[src/rtl/sap1_controller_if.sv]
// Control bus between the SAP-1 controller and its datapath: sequencing inputs,
// ring-state debug view and the per-cycle control word.
interface sap1_controller_if;
  // The datapath samples the control word on the rising edge that advances
  // the ring; run=0 holds the ring and zeroes the control word.
  logic       run;
  logic [3:0] opcode;
  logic [5:0] tstate;
  logic       CE;
  logic       CO;
  logic       MI;
  logic       RO;
  logic       II;
  logic       IO;
  logic       AI;
  logic       AO;
  logic       BI;
  logic       EO;
  logic       SU;
  logic       OI;
  logic       HLT;

  modport master (
    input  run, opcode,
    output tstate, CE, CO, MI, RO, II, IO, AI, AO, BI, EO, SU, OI, HLT
  );

  modport slave (
    output run, opcode,
    input  tstate, CE, CO, MI, RO, II, IO, AI, AO, BI, EO, SU, OI, HLT
  );
endinterface

[src/rtl/sap1_controller.sv]
// SAP-1 controller-sequencer: six-state one-hot ring with fixed fetch and
// opcode-decoded execute, plus a sticky halt left only through reset.
module sap1_controller #(
  parameter logic [3:0] OP_LDA = 4'b0000,
  parameter logic [3:0] OP_ADD = 4'b0001,
  parameter logic [3:0] OP_SUB = 4'b0010,
  parameter logic [3:0] OP_OUT = 4'b1110,
  parameter logic [3:0] OP_HLT = 4'b1111
) (
  input logic               clk,
  input logic               reset,
  sap1_controller_if.master ctrl
);
  localparam logic [5:0] T1 = 6'b000001;
  localparam logic [5:0] T2 = 6'b000010;
  localparam logic [5:0] T3 = 6'b000100;
  localparam logic [5:0] T4 = 6'b001000;
  localparam logic [5:0] T5 = 6'b010000;
  localparam logic [5:0] T6 = 6'b100000;

  logic [5:0] r_ring;
  logic       r_halted;
  logic [5:0] w_ring_next;
  logic       w_halted_next;
  logic       w_ring_ok;
  logic       w_active;
  logic       w_ce, w_co, w_mi, w_ro, w_ii, w_io;
  logic       w_ai, w_ao, w_bi, w_eo, w_su, w_oi;

  assign w_ring_ok = (r_ring != 6'd0) && ((r_ring & (r_ring - 6'd1)) == 6'd0);

  always_ff @(posedge clk) begin
    if (reset) begin
      r_ring   <= T1;
      r_halted <= 1'b0;
    end else begin
      r_ring   <= w_ring_next;
      r_halted <= w_halted_next;
    end
  end

  // A corrupted ring recovers to T1 even while run is low.
  always_comb begin
    w_ring_next   = r_ring;
    w_halted_next = r_halted;
    if (!r_halted) begin
      if (!w_ring_ok) begin
        w_ring_next = T1;
      end else if (ctrl.run) begin
        if (r_ring == T4 && ctrl.opcode == OP_HLT) begin
          w_ring_next   = 6'd0;
          w_halted_next = 1'b1;
        end else begin
          w_ring_next = {r_ring[4:0], r_ring[5]};
        end
      end
    end
  end

  assign w_active = !reset && ctrl.run && !r_halted;

  always_comb begin
    w_ce = 1'b0; w_co = 1'b0; w_mi = 1'b0; w_ro = 1'b0;
    w_ii = 1'b0; w_io = 1'b0; w_ai = 1'b0; w_ao = 1'b0;
    w_bi = 1'b0; w_eo = 1'b0; w_su = 1'b0; w_oi = 1'b0;
    if (w_active) begin
      case (r_ring)
        T1: begin w_co = 1'b1; w_mi = 1'b1; end
        T2: w_ce = 1'b1;
        T3: begin w_ro = 1'b1; w_ii = 1'b1; end
        T4: begin
          case (ctrl.opcode)
            OP_LDA, OP_ADD, OP_SUB: begin w_io = 1'b1; w_mi = 1'b1; end
            OP_OUT:                 begin w_ao = 1'b1; w_oi = 1'b1; end
            default: ;
          endcase
        end
        T5: begin
          case (ctrl.opcode)
            OP_LDA:         begin w_ro = 1'b1; w_ai = 1'b1; end
            OP_ADD, OP_SUB: begin w_ro = 1'b1; w_bi = 1'b1; end
            default: ;
          endcase
        end
        T6: begin
          case (ctrl.opcode)
            OP_ADD: begin w_eo = 1'b1; w_ai = 1'b1; end
            OP_SUB: begin w_eo = 1'b1; w_ai = 1'b1; w_su = 1'b1; end
            default: ;
          endcase
        end
        default: ;
      endcase
    end
  end

  assign ctrl.tstate = r_ring;
  assign ctrl.HLT    = r_halted && !reset;
  assign ctrl.CE     = w_ce;
  assign ctrl.CO     = w_co;
  assign ctrl.MI     = w_mi;
  assign ctrl.RO     = w_ro;
  assign ctrl.II     = w_ii;
  assign ctrl.IO     = w_io;
  assign ctrl.AI     = w_ai;
  assign ctrl.AO     = w_ao;
  assign ctrl.BI     = w_bi;
  assign ctrl.EO     = w_eo;
  assign ctrl.SU     = w_su;
  assign ctrl.OI     = w_oi;
endmodule

[src/flat_wrapper.sv]
// flat-port wrapper written by rule: the top's interface ports become plain ports
module sap1_controller_flat 
#(
  parameter logic [3:0] OP_LDA = 4'b0000,
  parameter logic [3:0] OP_ADD = 4'b0001,
  parameter logic [3:0] OP_SUB = 4'b0010,
  parameter logic [3:0] OP_OUT = 4'b1110,
  parameter logic [3:0] OP_HLT = 4'b1111
)
  (clk, reset, ctrl_run, ctrl_opcode, ctrl_tstate, ctrl_CE, ctrl_CO, ctrl_MI, ctrl_RO, ctrl_II, ctrl_IO, ctrl_AI, ctrl_AO, ctrl_BI, ctrl_EO, ctrl_SU, ctrl_OI, ctrl_HLT);
  sap1_controller_if ctrl_i ();
  input logic clk;
  input logic reset;
  input wire logic [$bits(ctrl_i.run)-1:0] ctrl_run;
  input wire logic [$bits(ctrl_i.opcode)-1:0] ctrl_opcode;
  output wire logic [$bits(ctrl_i.tstate)-1:0] ctrl_tstate;
  output wire logic [$bits(ctrl_i.CE)-1:0] ctrl_CE;
  output wire logic [$bits(ctrl_i.CO)-1:0] ctrl_CO;
  output wire logic [$bits(ctrl_i.MI)-1:0] ctrl_MI;
  output wire logic [$bits(ctrl_i.RO)-1:0] ctrl_RO;
  output wire logic [$bits(ctrl_i.II)-1:0] ctrl_II;
  output wire logic [$bits(ctrl_i.IO)-1:0] ctrl_IO;
  output wire logic [$bits(ctrl_i.AI)-1:0] ctrl_AI;
  output wire logic [$bits(ctrl_i.AO)-1:0] ctrl_AO;
  output wire logic [$bits(ctrl_i.BI)-1:0] ctrl_BI;
  output wire logic [$bits(ctrl_i.EO)-1:0] ctrl_EO;
  output wire logic [$bits(ctrl_i.SU)-1:0] ctrl_SU;
  output wire logic [$bits(ctrl_i.OI)-1:0] ctrl_OI;
  output wire logic [$bits(ctrl_i.HLT)-1:0] ctrl_HLT;
  assign ctrl_i.run = ctrl_run;
  assign ctrl_i.opcode = ctrl_opcode;
  assign ctrl_tstate = ctrl_i.tstate;
  assign ctrl_CE = ctrl_i.CE;
  assign ctrl_CO = ctrl_i.CO;
  assign ctrl_MI = ctrl_i.MI;
  assign ctrl_RO = ctrl_i.RO;
  assign ctrl_II = ctrl_i.II;
  assign ctrl_IO = ctrl_i.IO;
  assign ctrl_AI = ctrl_i.AI;
  assign ctrl_AO = ctrl_i.AO;
  assign ctrl_BI = ctrl_i.BI;
  assign ctrl_EO = ctrl_i.EO;
  assign ctrl_SU = ctrl_i.SU;
  assign ctrl_OI = ctrl_i.OI;
  assign ctrl_HLT = ctrl_i.HLT;
  sap1_controller #(.OP_LDA(OP_LDA), .OP_ADD(OP_ADD), .OP_SUB(OP_SUB), .OP_OUT(OP_OUT), .OP_HLT(OP_HLT)) u_core (.clk(clk), .reset(reset), .ctrl(ctrl_i));
endmodule
[config.mk]
export PLATFORM = sky130hd
export DESIGN_NAME = sap1_controller_flat
export DESIGN_NICKNAME = d
export VERILOG_FILES = /design/src/rtl/sap1_controller_if.sv /design/src/rtl/sap1_controller.sv /design/src/flat_wrapper.sv
export SDC_FILE = /design/constraint.sdc
export NUM_CORES = 1
export LEC_CHECK = 0
export CAP_MARGIN = 10
export CORE_MARGIN = 2
export CORE_UTILIZATION = 44
export CTS_BUF_LIST = sky130_fd_sc_hd__clkbuf_8
export DETAILED_ROUTE_END_ITERATION = 10
export PLACE_DENSITY_LB_ADDON = 0.05
export SLEW_MARGIN = 40
export SYNTH_ARGS = -nofsm -noshare
export SYNTH_HDL_FRONTEND = slang
export SYNTH_SLANG_ARGS = --single-unit
[constraint.sdc]
create_clock -name clk -period 2.75 [get_ports clk]
set_clock_uncertainty 0.1 [all_clocks]
set_input_delay 0.6875 -clock clk [delete_from_list [all_inputs] [get_ports clk]]
set_output_delay 0.6875 -clock clk [all_outputs]
set_load 0.05 [all_outputs]
==> impl_metrics.ini <==
[grt]
gr-usage-met2 = 0.503
pin_count_of_the_biggest_net_entering_global_routing = 14
global_route.usage.total = 0.316
overflow = 0
grt_pass1_wl_um = 4280
grt.busiest_layer = met2
vias_in_the_first_global_route = 856
global_route.usage.met3 = 0.0511
antenna_found_initial = 0
globalRouteMet1Util = 0.376

[clock_tree]
clock_input_transition_at_the_sequential_cells_of_the_worst_setup_and_hold_paths_ps = 40
h-tree-depth = 1
total_clock_buffers_created_by_cts = 3
cts-root-buf = clkbuf_8
cts_tree = built
max-clock-path-buffers = 2
clock_sinks = 7
clk_latency_ps = 230
cts_hold_repair.buffers = 0

[synth]
synthMostInstantiatedCell = nor2_1
synth_common_cells = nor2_1 (17), dfxtp_1 (7), nand2b_1 (6), nor3_1 (5), inv_1 (4)
syn_avg_cell_area_um2 = 7.56
synth-edff-count = 0
syn_nets = 94
synth_warnings = 0
dominantRegCellSynth = dfxtp_1
number_of_cells_produced_by_synthesis = 87
synth.top_cell.area_share = 0.213
post_synthesis_cell_type_with_the_largest_combined_area = dfxtp_1
post_synth_instance_area_um2 = 658
synth.distinct_cells = 37
synth.ff_latch_count = 7
ys_async_sr_fraction = 0
netlist_top_cells_area = dfxtp_1 (21%), nor2_1 (9.7%), nand2b_1 (5.7%)
synth_seq_area_share = 0.213

[sta]
layout_worst_path_cycle_share = 0.997
setup_viol = 0
slew_at_the_pin_closest_to_its_max_slew_limit_ps = 559
max_slew_margin = 0.627
post-route-min-period_ps = 2740
fmax_mhz = 365
timing.final.max_slew_violations = 0
hold_viol = 0
hold_slack_ps = 491

[layout]
regArea_um2 = 141
fin_nets = 133
multiInputGateArea_um2 = 561
syn_to_final_growth_pct = 93.0
diodes = 0
post_layout_nonfiller_instances = 140
layout.filler_cells = 43
final_core_util = 0.941
layout-drive-gt1-share = 0.464

[setup_path]
timing.setup.critical_path_class = input pin to output port
reg2reg_to = u_core.ctrl.tstate[2]
critical_path.cell_chain = buf_2 > or3b_4 > nor2_4 > nand4b_1 > o21ai_2 > buf_12
critPathLaunchType = input pin
endpoint = ctrl_RO
reg2regPathDepth = 4
cp_slowest_stage_delay_ps = 430
worst_r2r_startpoint = u_core.ctrl.tstate[0]
worst-endpoint-arrival_ps = 1950
critical_path_required_ps = 1960
critical_path.n_buffers_inverters = 2
crit_family = simple AND/OR/NAND/NOR gates
startpoint_of_the_worst_setup_timing_path = reset
critical_path.endpoint_type = output port
cp_num_cells = 6
worst-r2r-setup-slack_ps = 700
cp_slowest_cell = or3b_4
crit_fanout = 3

[die]
die_area_um2 = 1820
core_region_um2 = 1350
fp-row-count = 13
dieHeight_um = 42.7
floorplan.initialDensity = 0.487
die-width_um = 42.7
top_level_ports = 26

[detailed_routing]
via_count = 952
detail_route.first_pass.iterations = 5
avgRoutedWirePerCell_um = 21.6
via_per_inst = 6.80
ant_nets = 0
dr.first_iter.drc_count = 68
drc = 0
wirelength_um = 3020

[hold_path]
hold_wc_path_type = flop to flop
timing.hold.worst_path_depth = 2

[power_and_ir_drop]
power_density_nw_per_um2 = 301
p_leak_nw = 0.525
maximum_vdd_drop_uv = 268

[flow_run]
max_cap_viol_count = 0

[place]
port_buffers = 25
gp_routability_congestion = 0.906
placed_cells_incl_taps = 132
hpwl_um = 1650

[run_status]
run_status = finished, final reports clean
-- placed cells by master, fill, tap and decap left out, types with 2 or more instances in the layout --
| master | count |
|---|---|
| xnor2_1 | 2 |
| nand4_1 | 2 |
| nand2b_1 | 5 |
| dlymetal6s2s_1 | 4 |
| inv_2 | 2 |
| nor2_2 | 3 |
| mux2_1 | 2 |
| dfxtp_1 | 6 |
| nor2_4 | 2 |
| o21ai_1 | 3 |
| nor3_1 | 3 |
| a211oi_2 | 2 |
| clkbuf_8 | 3 |
| nand2_1 | 2 |
| clkdlybuf4s50_1 | 6 |
| inv_1 | 3 |
| nand3_1 | 2 |
| nor3_4 | 2 |
| nor2_1 | 12 |
| buf_4 | 13 |
| or2_1 | 2 |
| buf_12 | 13 |
| a21oi_1 | 2 |
-- cell type report --
cell class / instances / share of cell area
Multi-Input combinational cell: 71 / 0.441
Timing Repair Buffer: 39 / 0.385
Sequential cell: 7 / 0.111
Clock buffer: 3 / 0.0325
Tap cell: 15 / 0.0148
Inverter: 4 / 0.0118
Clock inverter: 1 / 0.00296
-- state kept, by name, summed over array words and instances, names as in the netlist --
signal              count
u_core.r_halted         1
u_core.ctrl.tstate      6
-- power by group --
group	switching (mW)	internal, mW	leakage [nW]
Combinational	0.0707	0.0519	0.441
Sequential	0.00985	0.105	0.0574
Clock	0.0474	0.0967	0.0269
Total	0.128	0.254	0.525
-- worst min-delay path by stage --
| stage | end | start |
|---|---|---|
| detailed placement | u_core.ctrl.tstate[1] | u_core.ctrl.tstate[1] |
| floorplan | u_core.r_halted | u_core.r_halted |
| global placement | u_core.ctrl.tstate[3] | u_core.ctrl.tstate[3] |
| CTS | u_core.ctrl.tstate[4] | u_core.ctrl.tstate[3] |
| global route | u_core.ctrl.tstate[4] | u_core.ctrl.tstate[3] |
| finish | u_core.ctrl.tstate[4] | u_core.ctrl.tstate[3] |
-- worst min-delay path: stages (launching register included) --
cell and delay, ps:
dfxtp_2 370, nand2_1 90, o32ai_1 80
-- timing repair --
action / CTS / global route
resized for setup: 13 / 11
pin swaps: 3 / 4
gates cloned: 0 / 0
endpoints found under the setup margin: 12 / 11
buffers inserted: 3 / 1
-- logic make-up after synthesis --
family | share of synthesized area
simple gates | 0.451
buf+inv | 0.0817
xor+xnor | 0.0399
flops | 0.213
compound gates | 0.181
mux | 0.0342
-- through the flow --
stage / worst slack (ps) / setup TNS [ps] / power, mW / instance area [um^2]
3_5_place_dp: -486 / -3940 / 0.226 / 1150
2_1_floorplan: -230 / -378 / 0.180 / 716
6_report: 7.97 / 0 / 0.382 / 1270
3_3_place_gp: -388 / -3330 / 0.223 / 1150
5_1_grt: -15.0 / -15.0 / 0.393 / 1270
4_1_cts: 5.76 / 0 / 0.371 / 1240
-- routing by layer --
metal | part of all wire | up-vias
met1 | 0.35 | 439
met4 | 0.052 | 0
met2 | 0.48 | 96
met5 | 0 | -
li1 | - | 396
met3 | 0.12 | 21
(Power assumes the default switching activity.)
